[src/rtl/gfx_pkg.sv]
// Shared graphics-pipeline definitions: packet layout, layer ids, object modes
// and colour-special-effect modes used by the compositor and its sort unit.
package gfx_pkg;

    localparam int unsigned PKT_W          = 20;
    localparam int unsigned PKT_PRI_HI     = 19;
    localparam int unsigned PKT_PRI_LO     = 18;
    localparam int unsigned PKT_ID_HI      = 17;
    localparam int unsigned PKT_ID_LO      = 15;
    localparam int unsigned PKT_OBJMODE_HI = 14;
    localparam int unsigned PKT_OBJMODE_LO = 13;
    localparam int unsigned PKT_TRANSP     = 12;
    localparam int unsigned PKT_PALMODE    = 8;
    localparam int unsigned PKT_INDEX_HI   = 7;
    localparam int unsigned PKT_INDEX_LO   = 0;

    localparam int unsigned NUM_SLOTS = 5;
    localparam int unsigned SLOT_OBJ  = 4;

    localparam logic [2:0] LAYER_BG0 = 3'd0;
    localparam logic [2:0] LAYER_BG1 = 3'd1;
    localparam logic [2:0] LAYER_BG2 = 3'd2;
    localparam logic [2:0] LAYER_BG3 = 3'd3;
    localparam logic [2:0] LAYER_BD  = 3'd4;
    localparam logic [2:0] LAYER_OBJ = 3'd5;

    localparam logic [1:0] OBJMODE_NORMAL = 2'd0;
    localparam logic [1:0] OBJMODE_SEMI   = 2'd1;
    localparam logic [1:0] OBJMODE_WINDOW = 2'd2;

    typedef enum logic [1:0] {
        BLEND_NONE   = 2'd0,
        BLEND_ALPHA  = 2'd1,
        BLEND_BRIGHT = 2'd2,
        BLEND_DARK   = 2'd3
    } blend_mode_t;

    localparam logic [PKT_W-1:0] BACKDROP_PACKET =
        {2'd3, LAYER_BD, OBJMODE_NORMAL, 1'b0, 3'd0, 1'b0, 8'd0};

    function automatic logic [1:0] pkt_priority(input logic [PKT_W-1:0] pkt);
        return pkt[PKT_PRI_HI:PKT_PRI_LO];
    endfunction

    function automatic logic [2:0] pkt_layer(input logic [PKT_W-1:0] pkt);
        return pkt[PKT_ID_HI:PKT_ID_LO];
    endfunction

    function automatic logic [1:0] pkt_objmode(input logic [PKT_W-1:0] pkt);
        return pkt[PKT_OBJMODE_HI:PKT_OBJMODE_LO];
    endfunction

endpackage

[src/rtl/layer_sort_unit.sv]
// Combinational two-deep selection over the five layer slots (BG0..BG3, OBJ):
// returns the best and runner-up candidates, backdrop-filled when missing.
module layer_sort_unit
    import gfx_pkg::*;
#(
    parameter logic [PKT_W-1:0] BACKDROP = BACKDROP_PACKET
) (
    input  logic [NUM_SLOTS-1:0][PKT_W-1:0] slot_pkt,
    input  logic [NUM_SLOTS-1:0]            slot_cand,
    output logic [PKT_W-1:0]                top_packet,
    output logic [PKT_W-1:0]                second_packet
);

    // Rank = {priority, tiebreak}; OBJ gets tiebreak 0, BGi gets i+1, so ranks are unique.
    function automatic logic [4:0] rank(input logic [PKT_W-1:0] pkt, input int unsigned slot);
        return {pkt_priority(pkt), (slot == SLOT_OBJ) ? 3'd0 : 3'(slot + 1)};
    endfunction

    logic             top_found;
    logic             second_found;
    logic [2:0]       top_slot;
    logic [4:0]       top_rank;
    logic [4:0]       second_rank;
    logic [PKT_W-1:0] top_pkt;
    logic [PKT_W-1:0] second_pkt;

    always_comb begin
        top_found    = 1'b0;
        second_found = 1'b0;
        top_slot     = '0;
        top_rank     = '1;
        second_rank  = '1;
        top_pkt      = BACKDROP;
        second_pkt   = BACKDROP;

        for (int unsigned i = 0; i < NUM_SLOTS; i++) begin
            if (slot_cand[i] && (!top_found || rank(slot_pkt[i], i) < top_rank)) begin
                top_found = 1'b1;
                top_slot  = 3'(i);
                top_rank  = rank(slot_pkt[i], i);
                top_pkt   = slot_pkt[i];
            end
        end

        for (int unsigned i = 0; i < NUM_SLOTS; i++) begin
            if (slot_cand[i] && (3'(i) != top_slot) &&
                (!second_found || rank(slot_pkt[i], i) < second_rank)) begin
                second_found = 1'b1;
                second_rank  = rank(slot_pkt[i], i);
                second_pkt   = slot_pkt[i];
            end
        end

        top_packet    = top_pkt;
        second_packet = second_pkt;
    end

endmodule

[src/rtl/layer_priority_compositor.sv]
// Per-pixel layer compositor: mask (stage 1), sort top/second (stage 2),
// resolve colour special effect (stage 3). One pixel per cycle, no backpressure.
module layer_priority_compositor
    import gfx_pkg::*;
#(
    parameter int unsigned LATENCY = 3,
    parameter logic [2:0]  BD_ID   = 3'd4
) (
    input  logic             clock,
    input  logic             reset,
    input  logic             line_start,
    input  logic             pix_valid,
    input  logic [7:0]       hcount_in,
    input  logic [PKT_W-1:0] bg0_packet,
    input  logic [PKT_W-1:0] bg1_packet,
    input  logic [PKT_W-1:0] bg2_packet,
    input  logic [PKT_W-1:0] bg3_packet,
    input  logic [PKT_W-1:0] obj_packet,
    input  logic [15:0]      dispcnt,
    input  logic [15:0]      bldcnt,
    output logic             out_valid,
    output logic [7:0]       out_hcount,
    output logic [PKT_W-1:0] top_packet,
    output logic [PKT_W-1:0] second_packet,
    output logic [1:0]       blend_mode
);

    localparam logic [PKT_W-1:0] BACKDROP = {2'd3, BD_ID, OBJMODE_NORMAL, 1'b0, 3'd0, 1'b0, 8'd0};

    logic [LATENCY-1:0]             valid_q;
    logic [LATENCY-1:0][7:0]        hcount_q;

    logic [NUM_SLOTS-1:0][PKT_W-1:0] slot_pkt;
    logic [NUM_SLOTS-1:0]            slot_cand;
    logic [NUM_SLOTS-1:0][PKT_W-1:0] pkt_s1;
    logic [NUM_SLOTS-1:0]            cand_s1;
    logic [13:0]                     bldcnt_s1;

    logic [PKT_W-1:0] sort_top;
    logic [PKT_W-1:0] sort_second;
    logic [PKT_W-1:0] top_s2;
    logic [PKT_W-1:0] second_s2;
    logic [13:0]      bldcnt_s2;

    logic        top_first;
    logic        sec_second;
    blend_mode_t blend_next;

    logic unused_mmio;
    assign unused_mmio = ^{dispcnt[15:13], dispcnt[6:0], bldcnt[15:14]};

    always_comb begin
        slot_pkt  = {obj_packet, bg3_packet, bg2_packet, bg1_packet, bg0_packet};
        slot_cand = '0;
        for (int unsigned i = 0; i < 4; i++) begin
            slot_cand[i] = ~slot_pkt[i][PKT_TRANSP] & dispcnt[8 + i] & ~dispcnt[7];
        end
        slot_cand[SLOT_OBJ] = ~obj_packet[PKT_TRANSP] & dispcnt[12] & ~dispcnt[7] &
                              (pkt_objmode(obj_packet) != OBJMODE_WINDOW);
    end

    layer_sort_unit #(
        .BACKDROP(BACKDROP)
    ) u_sort (
        .slot_pkt      (pkt_s1),
        .slot_cand     (cand_s1),
        .top_packet    (sort_top),
        .second_packet (sort_second)
    );

    // Target-select bit for a layer id: BG0..3 -> 0..3, OBJ -> 4, backdrop -> 5.
    function automatic logic target_bit(input logic [5:0] mask, input logic [2:0] id);
        if (id <= LAYER_BG3) begin
            return mask[id[1:0]];
        end else if (id == LAYER_OBJ) begin
            return mask[4];
        end else if (id == BD_ID) begin
            return mask[5];
        end
        return 1'b0;
    endfunction

    always_comb begin
        blend_next = BLEND_NONE;
        top_first  = target_bit(bldcnt_s2[5:0], pkt_layer(top_s2));
        sec_second = target_bit(bldcnt_s2[13:8], pkt_layer(second_s2));
        if (pkt_layer(top_s2) == LAYER_OBJ && pkt_objmode(top_s2) == OBJMODE_SEMI && sec_second) begin
            blend_next = BLEND_ALPHA;
        end else begin
            case (blend_mode_t'(bldcnt_s2[7:6]))
                BLEND_ALPHA:  if (top_first && sec_second) blend_next = BLEND_ALPHA;
                BLEND_BRIGHT: if (top_first) blend_next = BLEND_BRIGHT;
                BLEND_DARK:   if (top_first) blend_next = BLEND_DARK;
                default:      blend_next = BLEND_NONE;
            endcase
        end
    end

    // line_start drops the slots moving into stages 2 and 3 but keeps the pixel arriving with it.
    always_ff @(posedge clock or posedge reset) begin
        if (reset) begin
            valid_q  <= '0;
            hcount_q <= '0;
        end else begin
            valid_q[0]           <= pix_valid;
            valid_q[LATENCY-1:1] <= line_start ? '0 : valid_q[LATENCY-2:0];
            hcount_q             <= {hcount_q[LATENCY-2:0], hcount_in};
        end
    end

    always_ff @(posedge clock or posedge reset) begin
        if (reset) begin
            pkt_s1        <= '0;
            cand_s1       <= '0;
            bldcnt_s1     <= '0;
            top_s2        <= '0;
            second_s2     <= '0;
            bldcnt_s2     <= '0;
            top_packet    <= '0;
            second_packet <= '0;
            blend_mode    <= BLEND_NONE;
        end else begin
            pkt_s1        <= slot_pkt;
            cand_s1       <= slot_cand;
            bldcnt_s1     <= bldcnt[13:0];
            top_s2        <= sort_top;
            second_s2     <= sort_second;
            bldcnt_s2     <= bldcnt_s1;
            top_packet    <= top_s2;
            second_packet <= second_s2;
            blend_mode    <= (valid_q[LATENCY-2] && !line_start) ? blend_next : BLEND_NONE;
        end
    end

    assign out_valid  = valid_q[LATENCY-1];
    assign out_hcount = hcount_q[LATENCY-1];

endmodule
[config.mk]
export PLATFORM = sky130hd
export DESIGN_NAME = layer_priority_compositor
export DESIGN_NICKNAME = d
export VERILOG_FILES = /design/src/rtl/gfx_pkg.sv /design/src/rtl/layer_sort_unit.sv /design/src/rtl/layer_priority_compositor.sv
export SDC_FILE = /design/constraint.sdc
export NUM_CORES = 1
export LEC_CHECK = 0
export CELL_PAD_IN_SITES_DETAIL_PLACEMENT = 1
export CELL_PAD_IN_SITES_GLOBAL_PLACEMENT = 2
export CORE_AREA = 2 2 163 165
export CTS_CLUSTER_SIZE = 40
export DETAILED_ROUTE_END_ITERATION = 10
export DIE_AREA = 0 0 165 167
export PLACE_DENSITY = 0.84
export SYNTH_ARGS = -nofsm -noshare
export SYNTH_HDL_FRONTEND = slang
export SYNTH_SLANG_ARGS = --single-unit
export TNS_END_PERCENT = 100
[constraint.sdc]
create_clock -name clock -period 9.1 [get_ports clock]
set_input_delay 1.82 -clock clock [delete_from_list [all_inputs] [get_ports clock]]
set_output_delay 1.82 -clock clock [all_outputs]
set_load 0.01 [all_outputs]
==> run_results.csv <==
group,metric,value,unit
floorplan,ios,195,
sta,tightest_slew,989,ps
sta,clock_skew,19.3,ps
routing,drtIter0Drc,308,
clocking,cts_buffers,26,
finish,fillers,2632,
critical_path,cp.required,9510,ps
clocking,cts_tree,"done",
synth,yosysWarnings,0,
critical_path,cp_max_fo,11,
clocking,ctsHoldBuffers,0,
clocking,cts_buffer_depth,3,
synth,synth_edf_count,0,
synth,syn_inst,606,
routing,drt-total-wl,23.5,mm
floorplan,dieArea,0.0276,sq mm
floorplan,core,0.0258,sq mm
synth,synth_area,0.00864,sq mm
critical_path,critPathKind,"reg2reg",
synth,synthArstFlopShare,100,%
finish,final_nets,956,
power_and_ir_drop,peakVddDrop,0.000151,V
synth,synth-compound-area-share,15.3,%
finish,layout_commonest_cell,"dfrtp_1",
grt,grt_max_degree,115,
floorplan,start_util,33.5,%
clocking,htreeDepth,1,
synth,ys_seq_area_share,70.1,%
routing,vias,5614,
synth,synth_top_cell_by_area,"dfrtp_1",
clocking,path_clk_slew,60,ps
synth,synthSimpleGateAreaFrac,7.17,%
synth,synth.area.mux_share,2.55,%
finish,drive_above_1_share,13.1,%
flow_run,drv_cap,0,
synth,synth_xor_area_share,0,%
power_and_ir_drop,power_density,208,mW/mm^2
synth,syn-num-nets,761,
sta,finalSetupTns,0,ps
sta,setup_violations,0,
floorplan,row_count,59,
critical_path,cp_common_cell,"ha_1",
synth,synth_top_family_by_area,"compound AO/OA/AOI/OAI gates",
sta,fmax,0.119,GHz
critical_path,path_delay_family,"compound AO/OA/AOI/OAI gates",
synth,synth.area.top_cells,"dfrtp_1 (70%), a221oi_2 (1.9%), a21oi_1 (1.9%)",
worst_hold_path,hp-class,"reg2reg",
sta,max_slew_margin,34.0,%
synth,ys.flop_type,"dfrtp_1",
grt,grt_overflow,0,
sta,finalHoldViolCount,0,
critical_path,cpMaxStageDelayCell,"dfrtp_1",
sta,hold_ws,337,ps
place,hpwl,15.8,mm
clocking,clkSinkCount,242,
routing,wire_per_inst,20.3,microns
grt,grt_usage,17.3,%
grt,antenna_found_initial,3,
sta,rsz0062_at_grt,"no",
routing,ant_nets,0,
synth,yosysTopAreaCellShare,70.1,%
status,status,"finished, final reports clean",
synth,ys_ff_latch,242,
grt,grt_pass1_wl,36.1,mm
synth,syn-mean-instance-area,14.3,sq um
routing,remaining_drc_errors,0,
synth,synth_adder_area_share,1.71,%
critical_path,startpoint_type,"register",
routing,firstDrtPassIters,4,
place,portBuffers,182,
sta,maxSlewViolCount,0,
finish,final_cell_mix,"dfrtp_1 (242), clkdlybuf4s50_1 (182), nand2_1 (40)",
critical_path,path_buf_inv,3,
grt,grt_pass1_vias,6273,
floorplan,die_x,165,microns
floorplan,die_h,167,microns
power_and_ir_drop,cellLeakagePower,0.00507,uW
critical_path,slowest_delay,400,ps
clocking,clockRootBuffer,"clkbuf_16",
place,globalplace.congestion,0.818,
synth,synth_cell_types,65,
sta,min_period,8400,ps
critical_path,cp.arrival,8820,ps
finish,syn_to_final_growth,35.2,%
critical_path,cp-end-kind,"register",
routing,viasPerCell,4.86,
sta,min_period_over_period,92.3,%
clocking,clk_latency,530,ps
[power breakdown]
group	internal, uW	switching [uW]
sequential	1150	36.4
combinational	131	113
clock	578	419
total	1860	568
[cells by family (layout without fill, tap and decap cells)]
kind of cell	Yosys count	after routing
adder cells (fa/ha/maj)	12	12
AND/OR/NAND/NOR	126	126
other	0	2
multiplexers	19	19
flip-flops	242	242
buffers and inverters	50	262
AO/OA/AOI/OAI	157	157
[flip-flops by register name (all words and copies together), names as in the netlist, 8 cells and up]
| signal | count |
|---|---|
| pkt_s1 | 100 |
| top_packet | 20 |
| bldcnt_s1 | 14 |
| hcount_q | 16 |
| second_packet | 20 |
| second_s2 | 20 |
| out_hcount | 8 |
| bldcnt_s2 | 14 |
| top_s2 | 20 |
[metrics by stage]
stage | power [uW] | setup WS [ps] | utilization, % | cell area (sq um) | cells
finish | 2430 | 699 | 45.3 | 11700 | 1155
global route | 2530 | 31.1 | 45.3 | 11700 | 1155
CTS | 2460 | 309 | 45.3 | 11700 | 1153
global placement | 1440 | 460 | 42.1 | 10900 | 1108
floorplan | 1300 | 635 | - | 8640 | 606
detailed placement | 1450 | 337 | 42.1 | 10900 | 1108
[timing repair]
item,CTS,global route
setup buffers,0,0
resized for setup,0,5
endpoints found under the setup margin,0,20
hold endpoints to repair,0,0
[worst reg2reg max path: cells and delay by family (launching register included)]
kind / cells / cell delay, ps
buffers and inverters: 3 / 400
AO/OA/AOI/OAI: 24 / 4550
AND/OR/NAND/NOR: 8 / 1320
adder cells (fa/ha/maj): 6 / 1670
flip-flops: 1 / 400
[routing by layer]
layer	vias to the layer above	track usage, %	part of all wire (%)
met5	-	0	0.077
met4	2	5.67	3.3
met3	51	3.19	4.4
met2	151	29.9	50
met1	2866	21.6	42
li1	2544	-	-
[cell usage after synthesis (all sizes together) (3+ instances only)]
| library cell | n |
|---|---|
| a211o | 6 |
| a211oi | 4 |
| a21oi | 33 |
| a221o | 6 |
| a221oi | 17 |
| a32oi | 5 |
| and2 | 12 |
| buf | 20 |
| clkbuf | 13 |
| dfrtp | 242 |
| ha | 11 |
| inv | 17 |
| mux2 | 4 |
| mux2i | 13 |
| nand2 | 42 |
| nand2b | 3 |
| nand3 | 6 |
| nor2 | 35 |
| nor2b | 11 |
| nor3 | 5 |
| nor3b | 4 |
| o211ai | 12 |
| o21a | 10 |
| o21ai | 9 |
| o22ai | 16 |
| o31ai | 19 |
[final timing paths]
check | start | endpoint | slack [ps] | cells past startpoint
worst max-delay path | pkt_s1[19] | second_s2[19] | 700 | 41
worst min register to register | second_s2[2] | second_packet[2] | 340 | 0
worst min-delay path | second_s2[2] | second_packet[2] | 340 | 0
max in group asynchronous | reset | pkt_s1[41] | 5800 | 3
min in group asynchronous | reset | hcount_q[15] | 1850 | 2
worst max register to register | pkt_s1[19] | second_s2[19] | 700 | 41
[layout make-up]
class	count	area, sq um	share of cell area [%]
flip-flops and latches	242	6060	51.9
diodes	2	5.00	0.0429
well taps	335	419	3.59
clock buffers	35	714	6.12
multi-input cells	314	2350	20.2
clock inverters	10	95.1	0.814
inverters	17	71.3	0.611
repair buffers	200	1960	16.8
Note: power is estimated with default switching activity, not from simulation.
